## config.mk

```make
export PLATFORM = sky130hd
export DESIGN_NAME = router_ingress_port
export DESIGN_NICKNAME = d
export VERILOG_FILES = /design/src/rtl/router_ingress_port_pkg.sv /design/src/rtl/port_flit_fifo.sv /design/src/rtl/router_ingress_port.sv
export SDC_FILE = /design/constraint.sdc
export NUM_CORES = 1
export LEC_CHECK = 0
export BUFFER_PORTS_ARGS = -buffer_cell sky130_fd_sc_hd__buf_4
export CORE_MARGIN = 2
export CORE_UTILIZATION = 55
export CTS_BUF_LIST = sky130_fd_sc_hd__clkbuf_8
export DETAILED_ROUTE_END_ITERATION = 8
export PLACE_DENSITY = 0.79
export SETUP_SLACK_MARGIN = 0.5
export SLEW_MARGIN = 20
export SYNTH_ARGS = -nofsm -noshare
export SYNTH_HDL_FRONTEND = slang
export SYNTH_SLANG_ARGS = --single-unit
```

## constraint.sdc

```tcl
create_clock -name clk -period 3.53 [get_ports clk]
set_clock_uncertainty 0.1 [all_clocks]
set_input_delay 0.353 -clock clk [delete_from_list [all_inputs] [get_ports clk]]
set_output_delay 0.353 -clock clk [all_outputs]
set_load 0.005 [all_outputs]
```

## src/rtl/router_ingress_port_pkg.sv

```systemverilog
// Shared types and default sizing for the router ingress port.
// ROUTER_WIDTH is the flit width. The PORT_* values are the defaults for
// FIFO depth, downstream credits and counter width.
package router_ingress_port_pkg;

  localparam int ROUTER_WIDTH     = 32;
  localparam int PORT_FIFO_DEPTH  = 4;
  localparam int PORT_CREDIT_INIT = 4;
  localparam int PORT_CNT_WIDTH   = 3;

  typedef logic [ROUTER_WIDTH-1:0] flit_t;

  // Pointer width for a power-of-two circular buffer, never narrower than 1 bit.
  function automatic int ptr_width(input int depth);
    return (depth > 1) ? $clog2(depth) : 1;
  endfunction

endpackage

```

## src/rtl/port_flit_fifo.sv

```systemverilog
// Circular flit buffer for the router ingress port.
// A push into a full buffer is accepted only when a pop happens in the same
// cycle, because the pop frees the slot. Otherwise the flit is dropped and
// the pointers do not move. A pop of an empty buffer is ignored.
module port_flit_fifo
  import router_ingress_port_pkg::*;
#(
  parameter int DEPTH     = PORT_FIFO_DEPTH,
  parameter int CNT_WIDTH = PORT_CNT_WIDTH
) (
  input  logic                 clk,
  input  logic                 rst,
  input  logic                 push,
  input  flit_t                push_data,
  input  logic                 pop,
  output flit_t                head_data,
  output logic [CNT_WIDTH-1:0] count,
  output logic                 full,
  output logic                 empty
);

  localparam int PW = ptr_width(DEPTH);

  flit_t         mem [DEPTH];
  logic [PW-1:0] wr_ptr;
  logic [PW-1:0] rd_ptr;
  logic          accept;
  logic          do_pop;

  assign full      = (count == CNT_WIDTH'(DEPTH));
  assign empty     = (count == '0);
  assign accept    = push && (!full || pop);
  assign do_pop    = pop && !empty;
  assign head_data = mem[rd_ptr];

  // Storage array: written on accepted pushes, not reset.
  always_ff @(posedge clk) begin
    if (accept) begin
      mem[wr_ptr] <= push_data;
    end
  end

  // Pointers and occupancy. The pointers wrap naturally at a power-of-two depth.
  always_ff @(posedge clk or negedge rst) begin
    if (!rst) begin
      wr_ptr <= '0;
      rd_ptr <= '0;
      count  <= '0;
    end else begin
      if (accept) wr_ptr <= wr_ptr + PW'(1);
      if (do_pop) rd_ptr <= rd_ptr + PW'(1);
      case ({accept, do_pop})
        2'b10:   count <= count + CNT_WIDTH'(1);
        2'b01:   count <= count - CNT_WIDTH'(1);
        default: count <= count;
      endcase
    end
  end

endmodule

```

## src/rtl/router_ingress_port.sv

```systemverilog
// Credit-based ingress port between a PE network interface and the leaf router.
// Optional build macro: ROUTER_PORT_ERR_CHK_EN enables the sticky port_err
// protocol checker. When the macro is undefined, port_err is tied to 0.
//
// Flow control: in_data_valid is a push with no ready signal. The PE holds
// FIFO_DEPTH credits, and every upstream_credit pulse returns one of them when
// a flit leaves. A flit is forwarded (out_data_valid=1 for one cycle) only
// while credit_count is nonzero. Each downstream_credit pulse adds one credit,
// and the count saturates at CREDIT_INIT.
module router_ingress_port
  import router_ingress_port_pkg::*;
#(
  parameter int FIFO_DEPTH  = PORT_FIFO_DEPTH,
  parameter int CREDIT_INIT = PORT_CREDIT_INIT,
  parameter int CNT_WIDTH   = PORT_CNT_WIDTH
) (
  input  logic                 clk,
  input  logic                 rst,
  input  logic                 in_data_valid,
  input  flit_t                in_data,
  output logic                 upstream_credit,
  output logic                 out_data_valid,
  output flit_t                out_data,
  input  logic                 downstream_credit,
  output logic [CNT_WIDTH-1:0] fifo_count,
  output logic [CNT_WIDTH-1:0] credit_count,
  output logic                 port_err
);

  localparam logic [CNT_WIDTH-1:0] CREDIT_MAX = CNT_WIDTH'(CREDIT_INIT);

  flit_t head_data;
  logic  fifo_full;
  logic  fifo_empty;
  logic  send;

  // A flit leaves whenever one is buffered and the next hop has room.
  assign send = !fifo_empty && (credit_count != '0);

  port_flit_fifo #(
    .DEPTH     (FIFO_DEPTH),
    .CNT_WIDTH (CNT_WIDTH)
  ) u_fifo (
    .clk       (clk),
    .rst       (rst),
    .push      (in_data_valid),
    .push_data (in_data),
    .pop       (send),
    .head_data (head_data),
    .count     (fifo_count),
    .full      (fifo_full),
    .empty     (fifo_empty)
  );

  // Output stage: register the head on a send and pulse the PE credit with it.
  always_ff @(posedge clk or negedge rst) begin
    if (!rst) begin
      out_data_valid  <= 1'b0;
      out_data        <= '0;
      upstream_credit <= 1'b0;
    end else begin
      out_data_valid  <= send;
      upstream_credit <= send;
      if (send) out_data <= head_data;
    end
  end

  // Downstream credit counter. A send and a returning credit in the same cycle cancel.
  always_ff @(posedge clk or negedge rst) begin
    if (!rst) begin
      credit_count <= CREDIT_MAX;
    end else begin
      case ({send, downstream_credit})
        2'b10:   credit_count <= credit_count - CNT_WIDTH'(1);
        2'b01:   if (credit_count != CREDIT_MAX) credit_count <= credit_count + CNT_WIDTH'(1);
        default: credit_count <= credit_count;
      endcase
    end
  end

`ifdef ROUTER_PORT_ERR_CHK_EN
  logic overflow_evt;
  logic credit_ovf_evt;

  assign overflow_evt   = in_data_valid && fifo_full && !send;
  assign credit_ovf_evt = downstream_credit && !send && (credit_count == CREDIT_MAX);

  // Sticky protocol error: overfilled FIFO or a surplus downstream credit.
  always_ff @(posedge clk or negedge rst) begin
    if (!rst) begin
      port_err <= 1'b0;
    end else begin
      if (overflow_evt || credit_ovf_evt) port_err <= 1'b1;
`ifndef SYNTHESIS
      if (overflow_evt)   $error("router_ingress_port: push into full FIFO, flit dropped");
      if (credit_ovf_evt) $error("router_ingress_port: downstream credit beyond CREDIT_INIT");
`endif
    end
  end
`else
  assign port_err = 1'b0;
`endif

endmodule

```

==> reports/summary.txt, run 1 <==
Status -> complete, no violations
Sequential area share after synthesis -> 74.4%
Cell Area, Synth -> 6620 µm²
Final hold vios -> 0
WHS Endpoint -> u_fifo.mem[2][9]
Post-synth top area cell -> edfxtp_1
H-Tree Depth -> 4
Post-route ant nets -> 0
R2R cell count -> 9
FP Rows -> 40
Initial antenna violation count -> 0
R2R Path Start -> u_fifo.count[1]
Final min period -> 2.62 ns
Critical Path Source Type -> flop
Area grow syn2layout -> 20.0%
Max-slew headroom -> 40.7%
Slowest CP cell -> or4b_2
Vias per inst -> 5.39
CTS tree -> built
Port Buf Inserts -> 75
Hold path cells -> 1
Gr usage total -> 18.2%
Top cells by count, synth -> 128 x edfxtp_1, 42 x dfrtp_1, 32 x mux4_2
Clock Latency Late Sink -> 0.44 ns
Leak pwr -> 0.00299 µW
Syn_nets -> 347
Worst path max stage delay -> 0.66 ns
Ratio of cells with drive above 1 in the final layout -> 42.6%
Placer Congestion -> 0.683
Post-Layout Cell Count -> 574
EDFF count, synth -> 128
Hold_ws -> 0.0214 ns
Initial Util -> 55.8%
CP delay by family, top -> simple AND/OR/NAND/NOR gates
Synthesized flop and latch total -> 171
Switching share of power -> 29.1%
Peak supply drop -> 0.000364 V
Die ar. -> 12900 µm²
First-pass GRT wire length -> 17200 µm
CP arrival -> 2.88 ns
Crit path kind -> flop to flop
Grt ovf -> 0
Share of the core filled with cells -> 67.0%
Setup violators final -> 0
R2R Setup Slk -> 0.91 ns
Hold Crit Class -> input pin to flop
Max-cap violation count -> 0
Die Span Y -> 114 µm
Vias in the first global route -> 3325
Io pins -> 77
Unrepaired setup endpoints after global routing -> false
Clk slew on worst S/H paths -> 0.09 ns
First-pass DRT Iterations -> 4
Initial DRC count -> 150
Clk sinks -> 171
Int Power -> 4760 µW
Total power -> 6710 µW
R2R Path End -> u_fifo.count[2]
Post-synth ARST share -> 25.1%
Clock buffer depth -> 2
Post-CTS Setup Bufs -> 0
Top-count cell post-synth -> edfxtp_1
# diodes -> 0
CP Cell Sequence -> or4b_2 -> o21a_1 -> inv_1 -> ha_1 -> inv_1 -> fa_1 -> xor2_1 -> nor2_1 -> xor2_1
Cts bufs inserted -> 17
Final setup TNS -> 0 ns
Period utilisation layout -> 74.1%
Power share of the clock group -> 18.8%
Core area -> 11900 µm²
Synth Instances -> 304
Clk Tree Root Cell -> clkbuf_8
Gate power share -> 34.3%
Yosys top cell area share -> 58.1%
Synth warn -> 0
Unique masters post-synth -> 35
WL per Instance -> 18.8 µm
Fmax -> 382 MHz
Vias post-DR -> 3092
Die width -> 114 µm
DRT Wirelength -> 10800 µm
Largest net degree at the start of global routing -> 44
Avg Cell Area, Syn -> 21.8 µm²
Bufs and invs on worst path -> 2
CP max FO -> 8
Final slew viol count -> 0
Top cells by area, synth -> edfxtp_1 58%, dfrtp_1 16%, mux4_2 11%
Seq pwr share -> 46.8%
HP Start -> in_data[9]
# fillers -> 761
Dominant synthesized flop cell -> edfxtp_1
DP HPWL -> 6190 µm
Psw -> 1950 µW
Pwr Density -> 845 nW/µm²
Worst slew pin tran -> 0.889 ns
WP data required -> 3.79 ns
# resized after CTS -> 0
Nets -> 457
Placed cells -> 512
Critical path capture point type -> flop
DRC -> 0
==> flip-flops by register name, indices dropped and copies added, names as in the netlist <==
signal and cells:
credit_count 3, out_data 32, out_data_valid 1, u_fifo.count 3, u_fifo.mem 128, u_fifo.rd_ptr 2
u_fifo.wr_ptr 2
==> stage by stage <==
step                worst slack, ns  area [µm²]
global placement               1.00        7270
finish                        0.913        7940
floorplan                      1.03        6620
detailed placement            0.932        7270
CTS                           0.902        7890
global route                  0.776        7940
==> layout make-up <==
type | count | area (µm²) | share of cell area (%)
well taps | 147 | 184 | 2.32
repair buffers | 107 | 891 | 11.2
clock inverters | 14 | 126 | 1.59
flip-flops and latches | 171 | 4920 | 62.0
clock buffers | 18 | 248 | 3.12
multi-input cells | 111 | 1550 | 19.5
inverters | 6 | 22.5 | 0.284
==> worst max path at each step <==
stage	start	end	slack (ns)	depth (start not counted)
6_report	u_fifo.count[1]	u_fifo.count[2]	0.91	9
5_1_grt	u_fifo.count[1]	u_fifo.count[2]	0.78	9
4_1_cts	u_fifo.count[1]	u_fifo.count[2]	0.90	9
3_5_place_dp	u_fifo.count[1]	u_fifo.count[2]	0.93	9
3_3_place_gp	u_fifo.count[1]	u_fifo.count[2]	1.00	9
2_1_floorplan	u_fifo.count[0]	credit_count[2]	1.03	10
==> kinds of logic (layout without fill, tap and decap cells) <==
| group | count (synthesis) | count (layout) | share of synthesized area [%] |
|---|---|---|---|
| simple gates | 21 | 21 | 1.68 |
| mux | 65 | 65 | 18.0 |
| fa+ha+maj | 7 | 7 | 1.55 |
| buf+inv | 22 | 145 | 2.33 |
| flops | 171 | 171 | 74.4 |
| other cells | 1 | 1 | 0.0567 |
| compound gates | 10 | 10 | 1.10 |
| xor+xnor | 7 | 7 | 0.927 |
==> cell usage in the layout, fill, tap and decap left out, types with 2 or more instances in the layout <==
cell type,synthesis,layout
mux2_2,6,6
a21oi_1,2,2
dfrtp_1,42,40
mux4_2,32,32
clkinvlp_4,0,6
ha_1,5,5
fa_1,2,2
dfrtp_2,0,2
clkbuf_8,0,18
or2_2,2,2
nor2_1,5,5
nand2_1,4,4
o21ai_0,2,2
mux2_4,26,26
and2_2,0,4
clkinv_4,0,4
dlygate4sd3_1,0,30
xor2_1,4,4
xnor2_1,3,3
inv_1,6,8
buf_4,2,76
edfxtp_1,128,128
==> worst register-to-register path, delay by kind of cell (launching register included) <==
family                     cells  cell delay, ns
buffers and inverters          2            0.14
AOI/OAI and AO/OA              1            0.27
and+or+nand+nor                2            0.77
xor gates and xnor gates       2            0.31
DFF                            1            0.41
adders and majority gates      2            0.55
==> layer usage <==
layer	global-route usage (%)	wire, µm	vias to the layer above
met5	0	0	-
met4	6.26	114	0
met3	4.94	425	8
met2	30.9	5720	76
met1	22.9	4520	1600
li1	-	-	1408
==> what timing repair did <==
action | 4_1_cts | 5_1_grt
hold buffers | 25 | 5
endpoints found under the hold margin | 126 | 20
endpoints found under the setup margin | 0 | 0
==> power by group through the flow <==
| stage | sequential, µW | clock [µW] | combinational (µW) |
|---|---|---|---|
| final | 3140 | 1260 | 2300 |
| after global routing | 3210 | 1380 | 2490 |
| after CTS | 3160 | 1290 | 2340 |
| after detailed placement | 3190 | 0 | 2300 |
| after global placement | 3160 | 0 | 2240 |
| after floorplan | 3010 | 0 | 1790 |
Note: power is estimated with default switching activity, not from simulation.
==> run 2, diff against run 1 <==
==> constraint.sdc (replaced) <==
create_clock -name clk -period 2.5 [get_ports clk]
set_clock_uncertainty 0.1 [all_clocks]
set_input_delay 0.25 -clock clk [delete_from_list [all_inputs] [get_ports clk]]
set_output_delay 0.25 -clock clk [all_outputs]
set_load 0.005 [all_outputs]
==> run 2 against run 1 <==
Against the previous run: critical path depth did not move; maximum frequency increased by 10%; power is 53% higher; utilization up 3.6 points; count of clock-buffer cells in the layout increased by 2; register-to-register slack got worse by 0.79 ns; routed wire length is 12% higher; die area did not move; setup slack worse by 0.79 ns.
==> reports/summary.txt, run 2 (same netlist as run 1, synthesis figures left out) <==
Status -> complete, no violations
Initial Util -> 55.8%
Worst slew pin tran -> 0.620 ns
R2R cell count -> 9
Max-slew headroom -> 58.6%
Vias post-DR -> 3295
Vias in the first global route -> 3475
DP HPWL -> 6940 µm
Reg with most FFs -> u_fifo.mem
Crit path kind -> flop to flop
First-pass DRT Iterations -> 4
Hold path cells -> 3
Clock Latency Late Sink -> 0.44 ns
Cts bufs inserted -> 17
Fmax -> 421 MHz
Final hold vios -> 0
Nets -> 481
Peak supply drop -> 0.000525 V
Critical path capture point type -> flop
Final slew viol count -> 0
# diodes -> 0
Io pins -> 77
Area grow syn2layout -> 26.6%
Clk Tree Root Cell -> clkbuf_8
Post-route ant nets -> 0
Clock buffer depth -> 2
Pwr Density -> 1220 nW/µm²
Leak pwr -> 0.00320 µW
FP Rows -> 40
Most common cell after layout, fill and taps aside -> edfxtp_1
Clk sinks -> 171
Initial antenna violation count -> 0
Fin area -> 8370 µm²
Die width -> 114 µm
H-Tree Depth -> 4
Ratio of cells with drive above 1 in the final layout -> 47.5%
CP max FO -> 2
Port Buf Inserts -> 75
Placer Congestion -> 0.774
Period utilisation layout -> 94.9%
First-pass GRT wire length -> 18600 µm
Die Span Y -> 114 µm
Vias per inst -> 5.51
Core area -> 11900 µm²
Final min period -> 2.37 ns
CTS tree -> built
Initial DRC count -> 184
Gr usage total -> 19.8%
Clk slew on worst S/H paths -> 0.09 ns
Grt ovf -> 0
DRT Wirelength -> 12100 µm
Hold Crit Class -> input pin to flop
CP arrival -> 2.62 ns
WP data required -> 2.75 ns
Critical Path Source Type -> flop
Setup violators final -> 0
Largest net degree at the start of global routing -> 44
DRC -> 0
Unrepaired setup endpoints after global routing -> true
Die ar. -> 12900 µm²
WL per Instance -> 20.2 µm
Max reg flops -> 128
Placed Area -> 7410 µm²
Commonest non-fill, non-tap cells in the layout -> 128 x edfxtp_1, 85 x buf_4, 39 x dfrtp_1
Top flop regs -> u_fifo.mem: 128 flops, out_data: 32 flops
Final setup TNS -> 0 ns
Max-cap violation count -> 0
-- run 2: final cells by class --
type                       count  area [µm²]
sequential                   171        4920
fill                         712        3490
multi-input combinational    112        1610
timing repair buffer         130        1220
clock buffer                  20         275
tap                          147         184
clock inverter                12         146
inverter                       6        22.5
-- run 2: final timing paths --
path	startpoint	end	slack (ns)
worst max register to register	u_fifo.count[0]	u_fifo.count[2]	0.13
max in group asynchronous	rst	u_fifo.rd_ptr[1]	1.57
min in group asynchronous	rst	out_data[27]	0.26
worst min register to register	out_data[31]	out_data[31]	0.42
worst min-delay path	downstream_credit	credit_count[0]	0.16
worst max-delay path	u_fifo.count[0]	u_fifo.count[2]	0.13
-- run 2: power by group --
part	switching (µW)	internal, µW	total (µW)
Sequential	448	3900	4350
Combinational	1510	2380	3880
Clock	940	1060	2000
-- run 2: metrics by stage --
step / total power [µW] / instances / util, % / setup WS (ns) / hold slack [ns]
floorplan: 6800 / 304 / - / 0.0284 / -0.146
global placement: 7810 / 524 / 62.5 / 0.0953 / 0.200
detailed placement: 7980 / 524 / 62.5 / 0.0331 / 0.209
CTS: 10200 / 595 / 70.0 / 0.161 / 0.132
global route: 10800 / 598 / 70.6 / 0.0470 / 0.152
finish: 10200 / 598 / 70.6 / 0.127 / 0.158
-- run 2: worst max-delay path: stages, from the launching register on --
cell	delay (ns)
dfrtp_1	0.38
or4b_4	0.53
o21a_1	0.21
inv_1	0.06
ha_2	0.17
inv_2	0.04
fa_2	0.32
xor2_1	0.14
nor2_1	0.15
xor2_1	0.19
-- run 2: metal layers --
layer | global-route usage [%] | up-vias | share of wire [%]
met2 | 33.5 | 96 | 53
met3 | 5.21 | 10 | 4.5
met5 | 0 | - | 0
met4 | 6.83 | 0 | 1.0
li1 | - | 1463 | -
met1 | 25.2 | 1726 | 42
-- run 2: what timing repair did --
| action | in CTS | in global routing |
|---|---|---|
| hold buffers | 33 | 0 |
| pin swaps | 11 | 4 |
| cloned | 2 | 2 |
| gates resized for setup | 13 | 11 |
| hold endpoints to repair | 170 | 0 |
| buffers inserted | 4 | 1 |
| setup endpoints to repair | 132 | 130 |
